[config.mk]
export PLATFORM = sky130hd
export DESIGN_NAME = red_pitaya_fads_sorter
export DESIGN_NICKNAME = d
export VERILOG_FILES = /design/src/rtl/red_pitaya_fads_sorter.sv
export SDC_FILE = /design/constraint.sdc
export NUM_CORES = 1
export LEC_CHECK = 0
export CAP_MARGIN = 20
export CORE_AREA = 2 2 250 252
export DETAILED_ROUTE_END_ITERATION = 8
export DIE_AREA = 0 0 252 254
export DONT_BUFFER_PORTS = 1
export PLACE_DENSITY_LB_ADDON = 0.08
export RECOVER_POWER = 25
export SYNTH_ARGS = -nofsm -noshare
export SYNTH_HDL_FRONTEND = slang
export SYNTH_SLANG_ARGS = --single-unit
[constraint.sdc]
create_clock -name adc_clk_i -period 9 [get_ports adc_clk_i]
set_clock_uncertainty 0.1 [all_clocks]
set_input_delay 0.45 -clock adc_clk_i [delete_from_list [all_inputs] [get_ports adc_clk_i]]
set_output_delay 0.45 -clock adc_clk_i [all_outputs]
set_load 0.02 [all_outputs]
[src/rtl/red_pitaya_fads_sorter.sv]
// FADS droplet sorter: detects droplets on ADC channel A, measures peak and width,
// gates on both and drives a delayed, timed sort pulse into the ASG trigger.
module red_pitaya_fads_sorter #(
    parameter int DWT = 14,
    parameter int WW  = 16,
    parameter int TW  = 24,
    parameter int CW  = 32
) (
    input  logic                  adc_clk_i,
    input  logic                  adc_rst_i,
    input  logic signed [DWT-1:0] adc_a_i,
    output logic                  sort_trig,
    output logic                  drop_active,
    input  logic [31:0]           sys_addr,
    input  logic [31:0]           sys_wdata,
    input  logic [3:0]            sys_sel,
    input  logic                  sys_wen,
    input  logic                  sys_ren,
    output logic [31:0]           sys_rdata,
    output logic                  sys_err,
    output logic                  sys_ack
);

    typedef enum logic [1:0] {D_IDLE, D_MEAS, D_EVAL} d_state_t;
    typedef enum logic [1:0] {S_IDLE, S_DELAY, S_PULSE} s_state_t;

    function automatic logic [WW-1:0] sat_inc(input logic [WW-1:0] v);
        return (&v) ? v : v + 1'b1;
    endfunction

    function automatic logic signed [DWT-1:0] smax(input logic signed [DWT-1:0] a,
                                                  input logic signed [DWT-1:0] b);
        return (a > b) ? a : b;
    endfunction

    // configuration
    logic signed [DWT-1:0] drop_thr, peak_lo, peak_hi;
    logic [WW-1:0]         width_min, width_max;
    logic [TW-1:0]         sort_delay, sort_dur;
    logic                  enable;

    // status
    logic [CW-1:0]         drop_cnt, sort_cnt, miss_cnt;
    logic [WW-1:0]         last_width;
    logic signed [DWT-1:0] last_peak;

    d_state_t              d_state, d_next;
    s_state_t              s_state, s_next;
    logic [WW-1:0]         width;
    logic signed [DWT-1:0] peak;
    logic [TW-1:0]         tcnt, dur_l;
    logic                  above, match, sort_req, cnt_clr;
    logic [19:0]           addr;
    logic [31:0]           rd_mux;
    logic                  unused_bus;

    assign addr       = sys_addr[19:0];
    assign unused_bus = &{1'b0, sys_sel, sys_addr[31:20], sys_wdata};
    assign sys_err    = 1'b0;
    assign above      = adc_a_i > drop_thr;
    assign match      = (peak >= peak_lo) && (peak <= peak_hi) &&
                        (width >= width_min) && (width <= width_max);
    assign cnt_clr    = sys_wen && (addr == 20'h20 || addr == 20'h24 || addr == 20'h28);

    // detector FSM
    always_ff @(posedge adc_clk_i) begin
        if (adc_rst_i) d_state <= D_IDLE;
        else           d_state <= d_next;
    end

    always_comb begin
        d_next      = d_state;
        drop_active = 1'b0;
        sort_req    = 1'b0;
        case (d_state)
            D_IDLE: if (enable && above) d_next = D_MEAS;
            D_MEAS: begin
                drop_active = 1'b1;
                if (!above) d_next = D_EVAL;
            end
            D_EVAL: begin
                sort_req = match;
                d_next   = D_IDLE;
            end
            default: d_next = D_IDLE;
        endcase
    end

    // width/peak are loaded every idle cycle so the first droplet sample always starts fresh
    always_ff @(posedge adc_clk_i) begin
        case (d_state)
            D_IDLE: begin
                width <= WW'(1);
                peak  <= adc_a_i;
            end
            D_MEAS: if (above) begin
                width <= sat_inc(width);
                peak  <= smax(peak, adc_a_i);
            end
            default: ;
        endcase
    end

    always_ff @(posedge adc_clk_i) begin
        if (adc_rst_i) begin
            last_width <= '0;
            last_peak  <= '0;
        end else if (d_state == D_EVAL) begin
            last_width <= width;
            last_peak  <= peak;
        end
    end

    // sorter FSM
    always_ff @(posedge adc_clk_i) begin
        if (adc_rst_i) s_state <= S_IDLE;
        else           s_state <= s_next;
    end

    always_comb begin
        s_next    = s_state;
        sort_trig = 1'b0;
        case (s_state)
            S_IDLE: if (sort_req) begin
                if (sort_delay != '0)    s_next = S_DELAY;
                else if (sort_dur != '0) s_next = S_PULSE;
            end
            S_DELAY: if (tcnt == TW'(1)) s_next = (dur_l != '0) ? S_PULSE : S_IDLE;
            S_PULSE: begin
                sort_trig = 1'b1;
                if (tcnt == TW'(1)) s_next = S_IDLE;
            end
            default: s_next = S_IDLE;
        endcase
    end

    // delay and duration are captured at request time; one down-counter serves both phases
    always_ff @(posedge adc_clk_i) begin
        case (s_state)
            S_IDLE: if (sort_req) begin
                dur_l <= sort_dur;
                tcnt  <= (sort_delay != '0) ? sort_delay : sort_dur;
            end
            S_DELAY: tcnt <= (tcnt == TW'(1)) ? dur_l : tcnt - 1'b1;
            S_PULSE: tcnt <= tcnt - 1'b1;
            default: ;
        endcase
    end

    // event counters; a clearing write overrides any same-cycle increment
    always_ff @(posedge adc_clk_i) begin
        if (adc_rst_i || cnt_clr) begin
            drop_cnt <= '0;
            sort_cnt <= '0;
            miss_cnt <= '0;
        end else begin
            if (d_state == D_EVAL) drop_cnt <= drop_cnt + 1'b1;
            if (sort_req) begin
                if (s_state == S_IDLE) sort_cnt <= sort_cnt + 1'b1;
                else                   miss_cnt <= miss_cnt + 1'b1;
            end
        end
    end

    always_ff @(posedge adc_clk_i) begin
        if (adc_rst_i) begin
            drop_thr   <= DWT'(15);
            peak_lo    <= DWT'(100);
            peak_hi    <= DWT'(1000);
            width_min  <= WW'(1);
            width_max  <= '1;
            sort_delay <= '0;
            sort_dur   <= TW'(100);
            enable     <= 1'b0;
        end else if (sys_wen) begin
            case (addr)
                20'h00: drop_thr   <= sys_wdata[DWT-1:0];
                20'h04: peak_lo    <= sys_wdata[DWT-1:0];
                20'h08: peak_hi    <= sys_wdata[DWT-1:0];
                20'h0C: width_min  <= sys_wdata[WW-1:0];
                20'h10: width_max  <= sys_wdata[WW-1:0];
                20'h14: sort_delay <= sys_wdata[TW-1:0];
                20'h18: sort_dur   <= sys_wdata[TW-1:0];
                20'h1C: enable     <= sys_wdata[0];
                default: ;
            endcase
        end
    end

    always_comb begin
        rd_mux = '0;
        case (addr)
            20'h00: rd_mux = 32'(drop_thr);
            20'h04: rd_mux = 32'(peak_lo);
            20'h08: rd_mux = 32'(peak_hi);
            20'h0C: rd_mux = 32'(width_min);
            20'h10: rd_mux = 32'(width_max);
            20'h14: rd_mux = 32'(sort_delay);
            20'h18: rd_mux = 32'(sort_dur);
            20'h1C: rd_mux = {31'd0, enable};
            20'h20: rd_mux = 32'(drop_cnt);
            20'h24: rd_mux = 32'(sort_cnt);
            20'h28: rd_mux = 32'(miss_cnt);
            20'h2C: rd_mux = 32'(last_width);
            20'h30: rd_mux = 32'(last_peak);
            default: rd_mux = '0;
        endcase
    end

    always_ff @(posedge adc_clk_i) begin
        if (adc_rst_i) begin
            sys_ack   <= 1'b0;
            sys_rdata <= '0;
        end else begin
            sys_ack   <= sys_wen | sys_ren;
            sys_rdata <= rd_mux;
        end
    end

endmodule
==> summary.log, run 1 <==
INFO  status         run_status=finished with violations
INFO  status         violations=capacitance limit, slew limit
INFO  setup_path     worst_r2r_path_depth=9
INFO  logic_synthesis library_cell_occupying_the_most_area_in_the_post_synthesis_netlist=sky130_fd_sc_hd__dfxtp_1
INFO  logic_synthesis synth_area_leaders=sky130_fd_sc_hd__dfxtp_1 31%, sky130_fd_sc_hd__edfxtp_1 13%, sky130_fd_sc_hd__a21oi_1 7.3%
INFO  setup_path     r2r-start=d_state[1]$_SDFFE_PP0P_
INFO  setup_path     worstPathRequired=9.14ns
INFO  logic_synthesis yosys-top-cells-count=318 x sky130_fd_sc_hd__nand2_1, 286 x sky130_fd_sc_hd__dfxtp_1, 265 x sky130_fd_sc_hd__a21oi_1
INFO  setup_path     crit_arrival=4.82ns
INFO  setup_path     critical-path-top-cell-by-count=sky130_fd_sc_hd__buf_4
INFO  clock_tree     cts_resized=0
INFO  timing         setup_viol=0
INFO  global_route   grt_pass1_vias=15833
INFO  job            drv.max_cap_violation_count=1
INFO  logic_synthesis synth_async_sr_flop_share=0
INFO  logic_synthesis synth_top_area_frac=0.314
INFO  setup_path     beginning_of_the_critical_path=d_state[1]$_SDFFE_PP0P_
INFO  setup_path     crit_end=dur_l[3]$_DFFE_PP_
INFO  logic_synthesis dominantRegCellSynth=sky130_fd_sc_hd__dfxtp_1
INFO  floorplan      initial_core_util=0.298
INFO  clock_tree     cts-buffers-inserted=45
INFO  logic_synthesis synth_most_common_cell=sky130_fd_sc_hd__nand2_1
INFO  layout         layout.nets=2317
INFO  timing         finalCritPeriodShare=0.520
INFO  setup_path     r2r_setup_slk=4.32ns
INFO  logic_synthesis number_of_synthesized_flops_with_an_enable_pin=78
INFO  detailed_routing wirelength=71300um
INFO  placed_design  dp_slack=4.40ns
INFO  global_route   grt_antenna_before_repair=7
INFO  layout         post_route_cells_drive_above_1_share=0.0613
INFO  logic_synthesis synthesis.yosys.warnings=0
INFO  timing         worst_hold_slack=0.0358ns
INFO  pwr            power.density_cell_area=179nW/um^2
INFO  logic_synthesis number_of_instances_in_the_synthesized_netlist=2132
INFO  pwr            post-layout-total-power=3.76mW
INFO  global_route   grt_max_degree=123
INFO  hold_path      worstHoldPathType=primary input to register
INFO  timing         grt_setup_unrepaired=no
INFO  global_route   grt-ovfl-total=0
INFO  detailed_routing detailedRoute.firstPassIterationCount=7
INFO  logic_synthesis syn_area=18200squm
INFO  setup_path     crit_path_end_kind=register
INFO  setup_path     type_of_origin_of_the_critical_path=register
INFO  setup_path     worst_path_slowest_cell=sky130_fd_sc_hd__or4_1
INFO  timing         report.final.hold_viol_count=0
INFO  setup_path     total_buffers_and_inverters_traversed_by_the_critical_path=3
INFO  timing         final.setup.tns=0ns
INFO  detailed_routing drt_first_iter_violations=1412
INFO  clock_tree     cts-root-buf=sky130_fd_sc_hd__clkbuf_16
INFO  detailed_routing postRouteAntennaNets=0
INFO  clock_tree     count_of_h_tree_levels_built_during_cts=2
INFO  pwr            power.leakage=7.16nW
INFO  global_route   grt_first_pass_wirelength=106000um
INFO  clock_tree     path_clk_slew=0.06ns
INFO  layout         layout.area.seq=8070squm
INFO  setup_path     path_cells=nor2b_2 -> buf_4 -> o221ai_2 -> or4_1 -> a31oi_1 -> o21ba_2 -> nand3_2 -> inv_1 -> buf_4
INFO  setup_path     maximum_fanout_count_along_the_critical_path=36
INFO  floorplan      rows=91
INFO  setup_path     critical_path_class=register to register
INFO  floorplan      die_x=252um
INFO  floorplan      io_pins=122
INFO  layout         relative_area_change_from_synthesis_to_final_layout=15.4%
INFO  clock_tree     clk_path_buf_depth=3
INFO  timing         post-route-worst-setup-slack=4.32ns
INFO  timing         final-max-slew-violation-count=32
INFO  timing         max_freq=214MHz
INFO  detailed_routing detailroute.via_count=16522
INFO  logic_synthesis synthesized_flop_and_latch_total=364
INFO  timing         maxSlewHeadroom=-0.0376
INFO  clock_tree     clock_tree_from_tritoncts=done
INFO  layout         multi_input_area=9330squm
INFO  clock_tree     cts.sink_count=364
INFO  floorplan      design.die.area=64000squm
INFO  placed_design  routabilityCongestion=0.891
INFO  timing         worst_slew_pin_slew=1.56ns
INFO  detailed_routing viasPerCell=5.58
INFO  clock_tree     worst_skew_pair.late_latency=0.59ns
INFO  pwr            worst_ir_drop_vdd=112uV
INFO  detailed_routing dr_drc_count=0
INFO  placed_design  buffer_ports.inserted=0
INFO  logic_synthesis post_synth.cell_area_avg=8.56squm
INFO  timing         period_needed=4.68ns
INFO  setup_path     r2r-end=dur_l[3]$_DFFE_PP_
INFO  setup_path     critical_path.max_stage_delay=0.67ns
INFO  setup_path     worst-path-stages=9
INFO  logic_synthesis synth_fp_nets=2316
INFO  logic_synthesis yosys.cell_types.count=69
INFO  floorplan      die_y=254um
INFO  floorplan      fp.coreArea=61300squm
INFO  layout         fillerInstances=6326
INFO  logic_synthesis synth_seq_area_share=0.442
INFO  detailed_routing wl_per_cell=24.1um
INFO  setup_path     cp_delay_by_family_top=simple AND/OR/NAND/NOR gates
INFO  global_route   grt_usage=0.222
INFO  placed_design  place_hpwl=50300um
-- layer usage --
metal	GRT usage	wire (um)
met1	0.305	33100
met2	0.355	32100
met3	0.0328	3960
met4	0.0735	2140
met5	0	23
-- stage by stage --
step	utilization	instances	cell area, sq um
after floorplan	-	2132	18200
after global placement	0.310	2830	19000
after detailed placement	0.311	2832	19100
after CTS	0.343	2958	21000
after global routing	0.344	2960	21000
final	0.344	2961	21100
-- how the worst min path moves through the flow --
stage	startpoint	end	cells after the start
after floorplan	last_width[11]$_SDFFE_PP0N_	last_width[11]$_SDFFE_PP0N_	2
after global placement	last_width[4]$_SDFFE_PP0N_	last_width[4]$_SDFFE_PP0N_	2
after detailed placement	last_width[5]$_SDFFE_PP0N_	last_width[5]$_SDFFE_PP0N_	2
after CTS	sys_wen	enable$_SDFFE_PP0P_	3
after global routing	sys_wen	enable$_SDFFE_PP0P_	3
final	sys_wen	enable$_SDFFE_PP0P_	3
-- worst register-to-register path, stage by stage (launching register included) --
cell and delay [ns]:
sky130_fd_sc_hd__dfxtp_1 0.37, sky130_fd_sc_hd__nor2b_2 0.15, sky130_fd_sc_hd__buf_4 0.41, sky130_fd_sc_hd__o221ai_2 0.28, sky130_fd_sc_hd__or4_1 0.67, sky130_fd_sc_hd__a31oi_1 0.38, sky130_fd_sc_hd__o21ba_2 0.37, sky130_fd_sc_hd__nand3_2 0.61
sky130_fd_sc_hd__inv_1 0.56, sky130_fd_sc_hd__buf_4 0.43
-- repair_timing --
item	4_1_cts	5_1_grt
endpoints found under the hold margin	169	0
hold buffers	43	0
setup buffers	0	0
-- kinds of logic (layout without fill, tap and decap cells) --
group / count (synthesis) / in the layout / synth area share
compound gates: 560 / 560 / 0.195
fa+ha+maj: 98 / 98 / 0.0672
mux: 7 / 7 / 0.00405
xor+xnor: 67 / 67 / 0.0322
other cells: 1 / 3 / 0.000206
flops: 364 / 364 / 0.442
buf+inv: 233 / 270 / 0.0494
simple gates: 802 / 802 / 0.210
-- where the power goes --
part | total [mW] | leakage (nW) | internal (mW) | switching (mW)
registers | 1.70 | 3.14 | 1.69 | 0.0189
clock network | 1.87 | 0.750 | 1.13 | 0.748
logic | 0.185 | 3.27 | 0.0654 | 0.120
total | 3.76 | 7.16 | 2.88 | 0.887
-- cell usage in the layout (no fill, tap or decap), drive strengths merged, types with 53 or more instances in the layout --
| master | synthesis | final |
|---|---|---|
| nand2 | 318 | 318 |
| dfxtp | 286 | 286 |
| a21oi | 265 | 265 |
| nor2 | 126 | 126 |
| nand3 | 124 | 124 |
| inv | 115 | 115 |
| ha | 98 | 98 |
| edfxtp | 78 | 78 |
| clkbuf | 96 | 66 |
| o21ai | 53 | 53 |
-- state kept, by name (all words and copies together), names as in the netlist --
register / flops
sort_dur: 24
drop_thr: 14
peak_hi: 14
sort_delay: 24
last_width: 16
last_peak: 14
sort_cnt: 32
peak: 14
width_max: 16
s_state: 2
sys_ack: 1
peak_lo: 14
enable: 1
tcnt: 24
width_min: 16
d_state: 2
width: 16
drop_cnt: 32
dur_l: 24
sys_rdata: 32
miss_cnt: 32
-- cell type report --
class                      count  share of cell area
inverter                     115              0.0205
multi-input combinational   1535               0.443
clock inverter                17             0.00921
sequential                   364               0.383
tap                          790              0.0470
timing repair buffer          72              0.0340
clock buffer                  66              0.0625
antenna                        2            0.000238
Note: power is estimated with default switching activity, not from simulation.
==> run 2, diff against run 1 <==
==> constraint.sdc (replaced) <==
create_clock -name adc_clk_i -period 3.84 [get_ports adc_clk_i]
set_clock_uncertainty 0.1 [all_clocks]
set_input_delay 0.192 -clock adc_clk_i [delete_from_list [all_inputs] [get_ports adc_clk_i]]
set_output_delay 0.192 -clock adc_clk_i [all_outputs]
set_load 0.02 [all_outputs]
==> run 2 against run 1 <==
The run still ends with capacitance limit, slew limit left. Global-route usage is 0.12 points higher. Maximum frequency is 24% higher. Flip-flop and latch count stayed put. Critical path type unchanged. Combinational power is 150% higher. Worst setup slack worse by 4.3 ns. Largest power group unchanged. Largest cell class unchanged.
==> summary.log, run 2 (synthesized netlist as in run 1, its figures left out) <==
INFO  global_route   grt_antenna_before_repair=8 [+1]
INFO  clock_tree     cts-buffers-inserted=46 [+2.2%]
INFO  setup_path     r2r_setup_slk=0.07ns [-4.25 ns]
INFO  setup_path     crit_path_end_kind=register
INFO  setup_path     crit_arrival=4.18ns [-0.64 ns]
INFO  placed_design  routabilityCongestion=0.918 [+3.0%]
INFO  clock_tree     count_of_h_tree_levels_built_during_cts=2 [unchanged]
INFO  pwr            post-layout-total-power=8.61mW [+130%]
INFO  detailed_routing detailroute.via_count=16655 [+0.80%]
INFO  pwr            worst_ir_drop_vdd=281uV [+150%]
INFO  timing         period_needed=3.77ns [-0.907 ns]
INFO  hold_path      worstHoldPathType=primary input to register
INFO  timing         final-max-slew-violation-count=32 [unchanged]
INFO  clock_tree     clock_tree_from_tritoncts=done
INFO  global_route   grt-ovfl-total=0 [unchanged]
INFO  setup_path     critical_path_class=register to register
INFO  floorplan      fp.coreArea=61300squm [unchanged]
INFO  clock_tree     cts-root-buf=sky130_fd_sc_hd__clkbuf_16
INFO  clock_tree     path_clk_slew=0.05ns [about the same]
INFO  detailed_routing postRouteAntennaNets=0 [unchanged]
INFO  setup_path     r2r-start=width[15]$_SDFFCE_PN0P_
INFO  global_route   grt_max_degree=125 [+1.6%]
INFO  detailed_routing dr_drc_count=0 [unchanged]
INFO  status         violations=capacitance limit, slew limit
INFO  clock_tree     clk_path_buf_depth=3 [unchanged]
INFO  setup_path     crit_end=sort_cnt[11]$_SDFFE_PP0P_
INFO  detailed_routing detailedRoute.firstPassIterationCount=7 [unchanged]
INFO  clock_tree     cts_resized=0 [unchanged]
INFO  detailed_routing drt_first_iter_violations=1576 [+12%]
INFO  timing         final.setup.tns=0ns [unchanged]
INFO  floorplan      io_pins=122 [unchanged]
INFO  timing         max_freq=265MHz [+24%]
INFO  setup_path     r2r-end=sort_cnt[11]$_SDFFE_PP0P_
INFO  timing         grt_setup_unrepaired=no
INFO  timing         maxSlewHeadroom=-0.0165 [+0.0211]
INFO  timing         finalCritPeriodShare=0.982 [+0.462]
INFO  detailed_routing wirelength=72000um [+1.1%]
INFO  status         run_status=finished with violations
INFO  layout         layout.nets=2355 [+1.6%]
INFO  layout         layout_common_cells=318 x sky130_fd_sc_hd__nand2_1, 286 x sky130_fd_sc_hd__dfxtp_1, 265 x sky130_fd_sc_hd__a21oi_1
INFO  floorplan      rows=91 [unchanged]
INFO  layout         layout.cells.most_common=sky130_fd_sc_hd__nand2_1
INFO  job            drv.max_cap_violation_count=1 [unchanged]
INFO  detailed_routing wl_per_cell=24.0um [-0.22%]
INFO  floorplan      design.die.area=64000squm [unchanged]
INFO  placed_design  place_hpwl=52000um [+3.3%]
INFO  layout         fillerInstances=6353 [+0.43%]
INFO  layout         relative_area_change_from_synthesis_to_final_layout=16.5%
INFO  setup_path     worstPathRequired=4.25ns [-4.89 ns]
INFO  floorplan      die_y=254um [unchanged]
INFO  floorplan      die_x=252um [unchanged]
INFO  global_route   grt_first_pass_wirelength=107000um [+0.74%]
INFO  setup_path     beginning_of_the_critical_path=width[15]$_SDFFCE_PN0P_
INFO  setup_path     type_of_origin_of_the_critical_path=register
INFO  timing         report.final.hold_viol_count=0 [unchanged]
INFO  timing         worst_slew_pin_slew=1.52ns [-0.0317 ns]
INFO  clock_tree     cts.sink_count=364 [unchanged]
INFO  global_route   grt_usage=0.223 [+0.00120]
INFO  global_route   grt_pass1_vias=16017 [+1.2%]
INFO  timing         setup_viol=0 [unchanged]
INFO  placed_design  buffer_ports.inserted=0 [unchanged]
INFO  detailed_routing viasPerCell=5.55 [-0.47%]
INFO  layout         final_core_utilization=0.347 [+0.00345]
INFO  layout         post_route_cells_drive_above_1_share=0.0694 [+0.00804]
INFO  pwr            power.leakage=7.28nW [+1.7%]
INFO  setup_path     maximum_fanout_count_along_the_critical_path=33 [-8.3%]
INFO  pwr            power.density_cell_area=405nW/um^2 [+130%]
INFO  clock_tree     worst_skew_pair.late_latency=0.60ns [about the same]
INFO  setup_path     worst_r2r_path_depth=10 [+1]
INFO  floorplan      initial_core_util=0.298 [unchanged]
## run 2: changes by cell type in the layout (fill, tap and decap cells not counted), moves of 2 or more
cell	previous run	this run
sky130_fd_sc_hd__clkinv_1	2	0
sky130_fd_sc_hd__clkinv_2	10	6
sky130_fd_sc_hd__bufinv_16	4	1
sky130_fd_sc_hd__dlygate4sd3_1	41	47
sky130_fd_sc_hd__buf_4	27	53
sky130_fd_sc_hd__inv_6	0	2
sky130_fd_sc_hd__buf_12	1	5
sky130_fd_sc_hd__clkbuf_8	9	4
sky130_fd_sc_hd__clkbuf_1	11	23
## run 2: metal layers
metal	wire (um)	global-route usage
met1	32800	0.306
met2	32400	0.354
met3	4570	0.0385
met4	2180	0.0737
met5	71	0
## run 2: per-stage QoR
step / instance area, sq um / std cells / worst slack [ns] / hold slack [ns]
floorplan: 18200 / 2132 / 0.0976 / 0.191
global placement: 19300 / 2864 / 0.285 / 0.187
detailed placement: 19300 / 2864 / 0.251 / 0.189
CTS: 21300 / 2996 / 0.237 / 0.00435
global route: 21300 / 2998 / 0.0203 / 0.0481
finish: 21300 / 2999 / 0.0683 / 0.0274
## run 2: what timing repair did
action / CTS / global route
setup buffers: 0 / 0
hold buffers: 49 / 0
setup endpoints to repair: 0 / 0
hold endpoints to repair: 186 / 0
## run 2: worst min path at each step
stage / startpoint / end / slack, ns / cells after the start
after global routing: adc_a_i[6] / d_state[0]$_SDFFE_PP0P_ / 0.05 / 5
after CTS: sys_addr[2] / sys_rdata[2]$_SDFF_PP0_ / 0.004 / 4
after detailed placement: adc_rst_i / sort_delay[17]$_SDFFE_PP0P_ / 0.19 / 1
final: adc_a_i[6] / d_state[0]$_SDFFE_PP0P_ / 0.03 / 5
after floorplan: adc_a_i[0] / peak[0]$_DFFE_PP_ / 0.19 / 0
after global placement: adc_rst_i / sort_delay[20]$_SDFFE_PP0P_ / 0.19 / 1
## run 2: power breakdown
| group | total [mW] | leakage [nW] | internal, mW | switching (mW) |
|---|---|---|---|---|
| combinational | 0.459 | 3.45 | 0.168 | 0.292 |
| clock | 4.16 | 0.690 | 2.41 | 1.75 |
| sequential | 3.99 | 3.14 | 3.95 | 0.0406 |
## run 2: area by class of cell
| class | instances | area, sq um | share of cell area |
|---|---|---|---|
| multi-input combinational | 1535 | 9320 | 0.438 |
| sequential | 364 | 8070 | 0.379 |
| clock buffer | 72 | 1310 | 0.0616 |
| timing repair buffer | 109 | 1030 | 0.0485 |
| tap | 790 | 988 | 0.0465 |
| inverter | 115 | 432 | 0.0203 |
| clock inverter | 11 | 103 | 0.00483 |
| antenna | 3 | 7.51 | 0.000353 |
## run 2: worst max-delay path, cell delays in order (launching register included)
cell and delay, ns:
sky130_fd_sc_hd__edfxtp_1 0.54, sky130_fd_sc_hd__ha_1 0.39, sky130_fd_sc_hd__a21oi_1 0.16, sky130_fd_sc_hd__o21ai_0 0.21
sky130_fd_sc_hd__o31ai_1 0.37, sky130_fd_sc_hd__nor3b_1 0.58, sky130_fd_sc_hd__buf_4 0.29, sky130_fd_sc_hd__nand3_2 0.16
sky130_fd_sc_hd__buf_12 0.22, sky130_fd_sc_hd__or4_1 0.50, sky130_fd_sc_hd__a21oi_1 0.14
